[src/rtl/uart_dev_if.sv]
// uart_dev_if: bridge-side device-slot bus for the UART peripheral
//   ADR_I  4   byte address (0x0 DATA, 0x4 STATUS, 0x8 CTRL)
//   STB_I  1   device select
//   WE_I   1   1 = write, 0 = read
//   DAT_I  32  write data, only [7:0] used
//   DAT_O  8   read data
//   ACK_O  1   zero-wait-state acknowledge
interface uart_dev_if;
    logic [3:0]  ADR_I;
    logic        STB_I;
    logic        WE_I;
    logic [31:0] DAT_I;
    logic [7:0]  DAT_O;
    logic        ACK_O;
    modport master(output ADR_I, STB_I, WE_I, DAT_I, input DAT_O, ACK_O);
    modport slave(input ADR_I, STB_I, WE_I, DAT_I, output DAT_O, ACK_O);
endinterface

[src/rtl/uart_dev.sv]
// uart_dev: 8N1 UART peripheral with fixed baud divisor and level interrupt
//   clk    in   system clock
//   reset  in   asynchronous active-low reset
//   bus    slave device-slot bus (DATA / STATUS / CTRL registers)
//   rxd    in   serial input, asynchronous to clk
//   txd    out  serial output, idle high
//   irq    out  level interrupt: (rxie & rx_valid) | (txie & ~tx_busy), registered
module uart_dev #(
    parameter int unsigned DIV  = 5208,
    parameter int unsigned HALF = DIV / 2
) (
    input  logic       clk,
    input  logic       reset,
    uart_dev_if.slave  bus,
    input  logic       rxd,
    output logic       txd,
    output logic       irq
);
    typedef enum logic [1:0] {TX_IDLE, TX_START, TX_DATA, TX_STOP} tx_state_t;
    typedef enum logic [2:0] {RX_IDLE, RX_START, RX_DATA, RX_STOP, RX_HOLD} rx_state_t;
    localparam logic [15:0] DIV1  = 16'(DIV - 1);
    localparam logic [15:0] HALF1 = 16'(HALF - 1);
    tx_state_t   tx_st;
    rx_state_t   rx_st;
    logic [15:0] tx_cnt, rx_cnt;
    logic [2:0]  tx_bit, rx_bit;
    logic [7:0]  tx_sh, rx_sh, rx_data;
    logic [1:0]  ctrl;
    logic        rx_s1, rxs, rx_valid, overrun, frame_err;
    logic        wr_data, wr_ctrl, rd_data, rd_stat, tx_busy, tx_load, rx_end, rx_ok, rx_bad;
    logic        unused_hi;
    assign wr_data = bus.STB_I & bus.WE_I & (bus.ADR_I == 4'h0);
    assign wr_ctrl = bus.STB_I & bus.WE_I & (bus.ADR_I == 4'h8);
    assign rd_data = bus.STB_I & ~bus.WE_I & (bus.ADR_I == 4'h0);
    assign rd_stat = bus.STB_I & ~bus.WE_I & (bus.ADR_I == 4'h4);
    assign tx_busy = tx_st != TX_IDLE;
    // A write landing on the edge that ends STOP starts the next frame with no idle gap.
    assign tx_load = wr_data & (tx_st == TX_IDLE || (tx_st == TX_STOP && tx_cnt == 16'd0));
    assign rx_end  = rx_st == RX_STOP && rx_cnt == 16'd0;
    assign rx_ok   = rx_end & rxs;
    assign rx_bad  = rx_end & ~rxs;
    assign unused_hi = ^bus.DAT_I[31:8];
    assign bus.ACK_O = bus.STB_I;
    assign bus.DAT_O = !bus.STB_I ? 8'h00 :
                       bus.ADR_I == 4'h0 ? rx_data :
                       bus.ADR_I == 4'h4 ? {4'b0, frame_err, overrun, rx_valid, tx_busy} :
                       bus.ADR_I == 4'h8 ? {6'b0, ctrl} : 8'h00;
    always_ff @(posedge clk or negedge reset) begin
        if (!reset) begin
            tx_st  <= TX_IDLE;
            tx_cnt <= '0;
            tx_bit <= '0;
            tx_sh  <= '0;
            txd    <= 1'b1;
        end else if (tx_load) begin
            tx_st  <= TX_START;
            tx_sh  <= bus.DAT_I[7:0];
            tx_cnt <= DIV1;
            txd    <= 1'b0;
        end else if (tx_st != TX_IDLE) begin
            if (tx_cnt != 16'd0) begin
                tx_cnt <= tx_cnt - 16'd1;
            end else begin
                tx_cnt <= DIV1;
                case (tx_st)
                    TX_START: begin
                        tx_st  <= TX_DATA;
                        tx_bit <= 3'd0;
                        txd    <= tx_sh[0];
                        tx_sh  <= tx_sh >> 1;
                    end
                    TX_DATA: begin
                        tx_bit <= tx_bit + 3'd1;
                        if (tx_bit == 3'd7) begin
                            tx_st <= TX_STOP;
                            txd   <= 1'b1;
                        end else begin
                            txd   <= tx_sh[0];
                            tx_sh <= tx_sh >> 1;
                        end
                    end
                    default: tx_st <= TX_IDLE;
                endcase
            end
        end
    end
    always_ff @(posedge clk or negedge reset) begin
        if (!reset) begin
            rx_st  <= RX_IDLE;
            rx_cnt <= '0;
            rx_bit <= '0;
            rx_sh  <= '0;
        end else begin
            case (rx_st)
                RX_IDLE: begin
                    if (!rxs) begin
                        rx_st  <= RX_START;
                        rx_cnt <= HALF1;
                    end
                end
                // Line stuck low after a framing error: wait for idle before re-arming.
                RX_HOLD: if (rxs) rx_st <= RX_IDLE;
                default: begin
                    if (rx_cnt != 16'd0) begin
                        rx_cnt <= rx_cnt - 16'd1;
                    end else begin
                        rx_cnt <= DIV1;
                        case (rx_st)
                            RX_START: begin
                                rx_st  <= rxs ? RX_IDLE : RX_DATA;
                                rx_bit <= 3'd0;
                            end
                            RX_DATA: begin
                                rx_sh  <= {rxs, rx_sh[7:1]};
                                rx_bit <= rx_bit + 3'd1;
                                if (rx_bit == 3'd7) rx_st <= RX_STOP;
                            end
                            default: rx_st <= rxs ? RX_IDLE : RX_HOLD;
                        endcase
                    end
                end
            endcase
        end
    end
    // Flag updates: a completing event wins over a simultaneous clearing read.
    always_ff @(posedge clk or negedge reset) begin
        if (!reset) begin
            rx_s1     <= 1'b1;
            rxs       <= 1'b1;
            rx_data   <= '0;
            rx_valid  <= 1'b0;
            overrun   <= 1'b0;
            frame_err <= 1'b0;
            ctrl      <= '0;
            irq       <= 1'b0;
        end else begin
            rx_s1     <= rxd;
            rxs       <= rx_s1;
            rx_data   <= rx_ok ? rx_sh : rx_data;
            rx_valid  <= rx_ok | (rx_valid & ~rd_data);
            overrun   <= (rx_ok & rx_valid & ~rd_data) | (overrun & ~rd_data);
            frame_err <= rx_bad | (frame_err & ~rd_stat);
            ctrl      <= wr_ctrl ? bus.DAT_I[1:0] : ctrl;
            irq       <= (ctrl[0] & rx_valid) | (ctrl[1] & ~tx_busy);
        end
    end
endmodule

[src/flat_wrapper.sv]
// flat-port wrapper written by rule: the top's interface ports become plain ports
module uart_dev_flat 
#(
    parameter int unsigned DIV  = 5208,
    parameter int unsigned HALF = DIV / 2
)
  (clk, reset, rxd, txd, irq, bus_ADR_I, bus_STB_I, bus_WE_I, bus_DAT_I, bus_DAT_O, bus_ACK_O);
  uart_dev_if bus_i ();
  input  logic clk;
  input  logic reset;
  input  logic rxd;
  output logic txd;
  output logic irq;
  input wire logic [$bits(bus_i.ADR_I)-1:0] bus_ADR_I;
  input wire logic [$bits(bus_i.STB_I)-1:0] bus_STB_I;
  input wire logic [$bits(bus_i.WE_I)-1:0] bus_WE_I;
  input wire logic [$bits(bus_i.DAT_I)-1:0] bus_DAT_I;
  output wire logic [$bits(bus_i.DAT_O)-1:0] bus_DAT_O;
  output wire logic [$bits(bus_i.ACK_O)-1:0] bus_ACK_O;
  assign bus_i.ADR_I = bus_ADR_I;
  assign bus_i.STB_I = bus_STB_I;
  assign bus_i.WE_I = bus_WE_I;
  assign bus_i.DAT_I = bus_DAT_I;
  assign bus_DAT_O = bus_i.DAT_O;
  assign bus_ACK_O = bus_i.ACK_O;
  uart_dev #(.DIV(DIV), .HALF(HALF)) u_core (.clk(clk), .reset(reset), .bus(bus_i), .rxd(rxd), .txd(txd), .irq(irq));
endmodule
[config.mk]
export PLATFORM = sky130hd
export DESIGN_NAME = uart_dev_flat
export DESIGN_NICKNAME = d
export VERILOG_FILES = /design/src/rtl/uart_dev_if.sv /design/src/rtl/uart_dev.sv /design/src/flat_wrapper.sv
export SDC_FILE = /design/constraint.sdc
export NUM_CORES = 1
export LEC_CHECK = 0
export CAP_MARGIN = 20
export CORE_MARGIN = 3
export CORE_UTILIZATION = 60
export CTS_CLUSTER_SIZE = 30
export DETAILED_ROUTE_END_ITERATION = 12
export DONT_BUFFER_PORTS = 1
export PLACE_DENSITY = 0.78
export SLEW_MARGIN = 25
export SYNTH_ARGS = -nofsm -noshare
export SYNTH_HDL_FRONTEND = slang
export SYNTH_SLANG_ARGS = --single-unit
[constraint.sdc]
create_clock -name clk -period 4.7 [get_ports clk]
set_clock_uncertainty 0.05 [all_clocks]
set_input_delay 1.175 -clock clk [delete_from_list [all_inputs] [get_ports clk]]
set_output_delay 1.175 -clock clk [all_outputs]
set_load 0.05 [all_outputs]
==> flow_metrics.tcl, run 1 <==
set metrics [dict create \
    outcome "completed" \
    timing.final.crit_share_pct 79.8 \
    syn-cell-area_sq_um 4120 \
    r2r_start "u_core.rx_cnt[6]" \
    syn_nets 454 \
    synth_seq_cells 76 \
    rsz0062_at_grt "false" \
    drc 0 \
    htree_levels 3 \
    synthTopCellsByCount "dfrtp_1 (73), mux2_2 (33), nor2_1 (33), a21oi_1 (23), inv_1 (18)" \
    worstHoldStart "u_core.rx_s1" \
    cts_tree "yes" \
    clock_path_buffers 2 \
    synth_area_leaders "dfrtp_1 (44%), mux2_2 (9.0%), ha_1 (3.0%)" \
    area_delta_synth_final_pct 5.62 \
    synthArstFlopShare_pct 100 \
    grt_pass1_vias 3054 \
    start_kind "primary input" \
    grt_overflow 0 \
    path_class "in -> out" \
    cp_slowest_cell "or4b_1" \
    portBuffers 0 \
    drt_iter0_markers 182 \
    worst_pin_slew_ps 1010 \
    top_usage_layer "met2" \
    cts_root_buf "clkbuf_8" \
    yosysSeqAreaShare_pct 46.2 \
    grt_usage_pct 22.8 \
    min_period_ps 3750 \
    power_density_nw_per_um2 334 \
    cts_hold_buf 0 \
    rr_endpoint "u_core.rx_bit[1]" \
    p_total_mw 1.45 \
    synth.most_common_cell "dfrtp_1" \
    clk_latency_ps 360 \
    rr_worst_depth 5 \
    synth_top_area_share_pct 44.3 \
    slew_viol_final 0 \
    rows 29 \
    use_met2_pct 38.6 \
    cap_viol_max_count 0 \
    vdd_drop_max_uv 144 \
    path_cells "or4b_1, buf_4, nor2_1, and2_1" \
    start_util_pct 63.5 \
    die_area_sq_um 7900 \
    ant_nets 0 \
    die_h_um 88.9 \
    final_area_sq_um 4350 \
    grt_start_max_net_pins 77 \
    drtPass1Iterations 4 \
    avgSynthCellArea_sq_um 10.2 \
    yosys.area.top_type "dfrtp_1" \
    netlist_instances 403 \
    worst_setup_path_end_kind "output pin" \
    path_max_fanout 8 \
    fmax_mhz 267 \
    use_met1_pct 29.3 \
    min_path_type "reg -> reg" \
    antenna_found_initial 0 \
    path_clk_slew_ps 80 \
    grt_pass1_wl_um 14100 \
    leakagePower_nw 1.87 \
    synth_flop_cell "dfrtp_1" \
    gp_congestion 0.849 \
    finalSetupViolations 0 \
    slew_headroom_pct 32.2 \
    die_x_um 88.9 \
    path_buf_inv 1 \
    hold_slack_ps 308 \
    path_delay_family "simple AND/OR/NAND/NOR gates" \
    cts-buffers-inserted 9 \
    n_antenna_cell 0 \
    vias 3077 \
    arrival_ps 2520 \
    drive_above_1_share_pct 20.1 \
    wl_per_cell_um 17.1 \
    cts_resized 0 \
    hpwlAfterDp_um 5490 \
    post_cts_buffers 0 \
    placed_cell_area_sq_um 4160 \
    worst-r2r-setup-slack_ps 2100 \
    vias_per_cell 6.41 \
    cts_sinks 76 \
    holdPathEnd "u_core.rxs" \
    yosysWarnings 0 \
    core_area_sq_um 6490 \
    totalWireLength_um 8180 \
    grt_use_met3_pct 4.75 \
    finish.net_count 449 \
    slowest_delay_ps 510 \
    synth_edf_count 0 \
    fin_tns_setup_ps 0 \
    synth_cell_types 65 \
    required_ps 3470 \
    hold_path_depth 0 \
    io_pins 52 \
    hold_viol_final 0 \
]
## final cells by class
cell class | instances | area, sq um
fill | 502 | 2140
multi-input combinational | 288 | 2070
sequential | 76 | 1910
clock buffer | 9 | 124
tap | 77 | 96.3
inverter | 18 | 67.6
clock inverter | 7 | 51.3
timing repair buffer | 5 | 41.3
## state kept, by name, indices dropped and copies added, names as in the netlist
signal and cells:
u_core.rx_bit 3, u_core.rx_valid 1, u_core.rx_data 8, u_core.tx_sh 8, u_core.tx_st 2, u_core.overrun 1
u_core.rxs 1, u_core.ctrl 2, u_core.rx_cnt 16, u_core.rx_st 3, u_core.irq 1, u_core.rx_sh 8
u_core.tx_cnt 16, u_core.tx_bit 3, u_core.frame_err 1, u_core.txd 1, u_core.rx_s1 1
## how the worst max path moves through the flow
stage | from | to | slack (ps) | depth (start not counted)
2_1_floorplan | bus_ADR_I[3] | bus_DAT_O[2] | 940 | 3
3_3_place_gp | bus_ADR_I[3] | bus_DAT_O[6] | 960 | 4
3_5_place_dp | bus_ADR_I[3] | bus_DAT_O[4] | 960 | 4
4_1_cts | bus_ADR_I[3] | bus_DAT_O[4] | 940 | 4
5_1_grt | bus_ADR_I[3] | bus_DAT_O[6] | 850 | 4
6_report | bus_ADR_I[3] | bus_DAT_O[4] | 950 | 4
## metal layers
layer  vias up  wire, um
li1       1513         -
met1      1501      3810
met2        56      3950
met3         7       310
met4         0       106
met5         -         0
## layout by cell type, fill, tap and decap left out, types with 5 or more instances in the layout
cell type,count
dfrtp_1,73
clkbuf_8,9
nand2_1,17
inv_1,18
or2_2,5
ha_1,10
a31oi_1,6
mux2_2,33
o31ai_1,13
and2_1,5
nand3_1,10
or3_1,9
nand4_1,6
mux2i_1,5
nor4_1,5
o21ai_0,16
nor2_1,33
a21oi_1,22
## stage by stage
step | worst slack, ps | util (%) | std cells
6_report | 950 | 67.0 | 480
5_1_grt | 854 | 67.0 | 480
4_1_cts | 943 | 66.7 | 479
3_5_place_dp | 961 | 64.0 | 463
3_3_place_gp | 957 | 64.0 | 463
2_1_floorplan | 943 | - | 403
## cells by family after synthesis
group	synth area share, %
and+or+nand+nor	19.7
AOI/OAI and AO/OA	16.8
DFF	46.2
buffers and inverters	3.82
muxes	10.2
adders and majority gates	3.04
xor gates and xnor gates	0.213
## where the power goes
group	switching [mW]	total (mW)	internal [mW]	leakage (nW)
combinational	0.113	0.223	0.109	0.833
clock	0.260	0.454	0.194	0.0860
sequential	0.0574	0.778	0.721	0.953
total	0.431	1.45	1.02	1.87
(Power assumes the default switching activity.)
==> run 2, diff against run 1 <==
==> constraint.sdc (replaced) <==
create_clock -name clk -period 3.7 [get_ports clk]
set_clock_uncertainty 0.05 [all_clocks]
set_input_delay 0.925 -clock clk [delete_from_list [all_inputs] [get_ports clk]]
set_output_delay 0.925 -clock clk [all_outputs]
set_load 0.05 [all_outputs]
==> flow_metrics.tcl, run 2 (synthesized netlist as in run 1, its figures left out) <==
set metrics [dict create \
    path_cells "or4b_1, nor2_1, and2_1" \
    slew_viol_final 0 \
    rr_endpoint "u_core.tx_cnt[5]" \
    n_antenna_cell 0 \
    fmax_mhz 313 \
    area_delta_synth_final_pct 7.26 \
    path_clk_slew_ps 90 \
    cap_viol_max_count 0 \
    pre_cts_ws_ps 482 \
    multiInputGateArea_sq_um 2060 \
    grt_pass1_vias 3038 \
    totalWireLength_um 8470 \
    regArea_sq_um 1910 \
    drive_above_1_share_pct 20.7 \
    r2r_start "u_core.tx_st[0]" \
    p_total_mw 1.93 \
    portBuffers 0 \
    cts_tree "yes" \
    cts_root_buf "clkbuf_8" \
    outcome "completed" \
    cts_hold_buf 0 \
    drt_iter0_markers 235 \
    core_area_sq_um 6490 \
    die_h_um 88.9 \
    drtPass1Iterations 4 \
    vias_per_cell 6.46 \
    reg.largest.list "u_core.rx_cnt x16, u_core.tx_cnt x16" \
    timing.final.crit_share_pct 86.4 \
    min_path_type "in -> async" \
    finalSetupViolations 0 \
    arrival_ps 2220 \
    leakagePower_nw 1.91 \
    worst_setup_path_end_kind "output pin" \
    rows 29 \
    slew_headroom_pct 30.6 \
    path_delay_family "simple AND/OR/NAND/NOR gates" \
    final_cell_mix "dfrtp_1 (73), nor2_1 (33), mux2_2 (33), a21oi_1 (23), inv_1 (18)" \
    fin_tns_setup_ps 0 \
    start_kind "primary input" \
    finish.net_count 456 \
    grt_pass1_wl_um 14100 \
    cts-buffers-inserted 9 \
    post_cts_buffers 0 \
    rr_worst_depth 6 \
    ant_nets 0 \
    worst_pin_slew_ps 1040 \
    start_util_pct 63.5 \
    setup_ws_ps 505 \
    vias 3144 \
    wl_per_cell_um 17.4 \
    min_period_ps 3200 \
    vdd_drop_max_uv 185 \
    slowest_delay_ps 590 \
    path_max_fanout 6 \
    path_buf_inv 0 \
    die_x_um 88.9 \
    rsz0062_at_grt "false" \
    n_fill_cell 479 \
    cts_sinks 76 \
    grt_usage_pct 22.8 \
    clock_path_buffers 2 \
    path_class "in -> out" \
    clk_latency_ps 350 \
    required_ps 2720 \
    power_density_nw_per_um2 436 \
    cts_resized 0 \
    worst-r2r-setup-slack_ps 1130 \
    final_common_cell "dfrtp_1" \
    cp_slowest_cell "or4b_1" \
    gp_congestion 0.845 \
    hpwlAfterDp_um 5850 \
    grt_overflow 0 \
    htree_levels 3 \
    io_pins 52 \
    drc 0 \
    hold_slack_ps 204 \
    grt_start_max_net_pins 77 \
    hold_viol_final 0 \
    die_area_sq_um 7900 \
    antenna_found_initial 0 \
]
## run 2: changes by cell type in the layout (fill, tap and decap cells not counted)
cell / previous run / this run
a21oi_2: 2 / 1
buf_6: 1 / 0
clkinv_2: 2 / 0
clkinv_4: 1 / 0
clkinvlp_4: 2 / 3
bufinv_16: 0 / 1
clkbuf_1: 0 / 1
buf_4: 4 / 12
clkbuf_8: 9 / 10
nor3_2: 2 / 1
a21oi_1: 22 / 23
nor3_1: 4 / 5
inv_6: 2 / 1
## run 2: worst max path at each step
stage / endpoint / startpoint / slack (ps) / cells past startpoint
3_5_place_dp: bus_DAT_O[4] / bus_ADR_I[3] / 480 / 3
2_1_floorplan: bus_DAT_O[2] / bus_ADR_I[3] / 440 / 3
3_3_place_gp: bus_DAT_O[4] / bus_ADR_I[3] / 480 / 3
5_1_grt: bus_DAT_O[4] / bus_ADR_I[3] / 380 / 3
6_report: bus_DAT_O[4] / bus_ADR_I[3] / 500 / 3
4_1_cts: bus_DAT_O[4] / bus_ADR_I[3] / 480 / 3
## run 2: metal layers
metal / GRT usage (%) / vias up / routed length [um]
met5: 0 / - / 0
met4: 9.34 / 0 / 155
met3: 3.35 / 15 / 301
met2: 37.0 / 71 / 4120
met1: 30.8 / 1540 / 3890
li1: - / 1518 / -
## run 2: final cells by class
type / count / share of cell area (%)
Sequential cell: 76 / 43.1
Inverter: 18 / 1.53
Tap cell: 77 / 2.18
Clock inverter: 5 / 1.39
Multi-Input combinational cell: 288 / 46.6
Timing Repair Buffer: 12 / 2.04
Clock buffer: 11 / 3.20
## run 2: power by group
group	internal, mW	total (mW)	switching (mW)
Sequential	0.916	0.992	0.0761
Combinational	0.139	0.290	0.150
Clock	0.332	0.647	0.314
## run 2: metrics by stage
step           instances  instance area [sq um]  utilization [%]
6_report             487                   4420             68.1
5_1_grt              487                   4420             68.1
4_1_cts              487                   4420             68.1
3_5_place_dp         471                   4220             64.9
3_3_place_gp         471                   4220             64.9
2_1_floorplan        403                   4120                -
## run 2: worst register-to-register path, stage by stage (launching register included)
cell and delay [ps]:
dfrtp_1 410, inv_1 90, ha_1 490, inv_1 210, a21oi_1 840, o21ai_0 240
a21oi_1 170
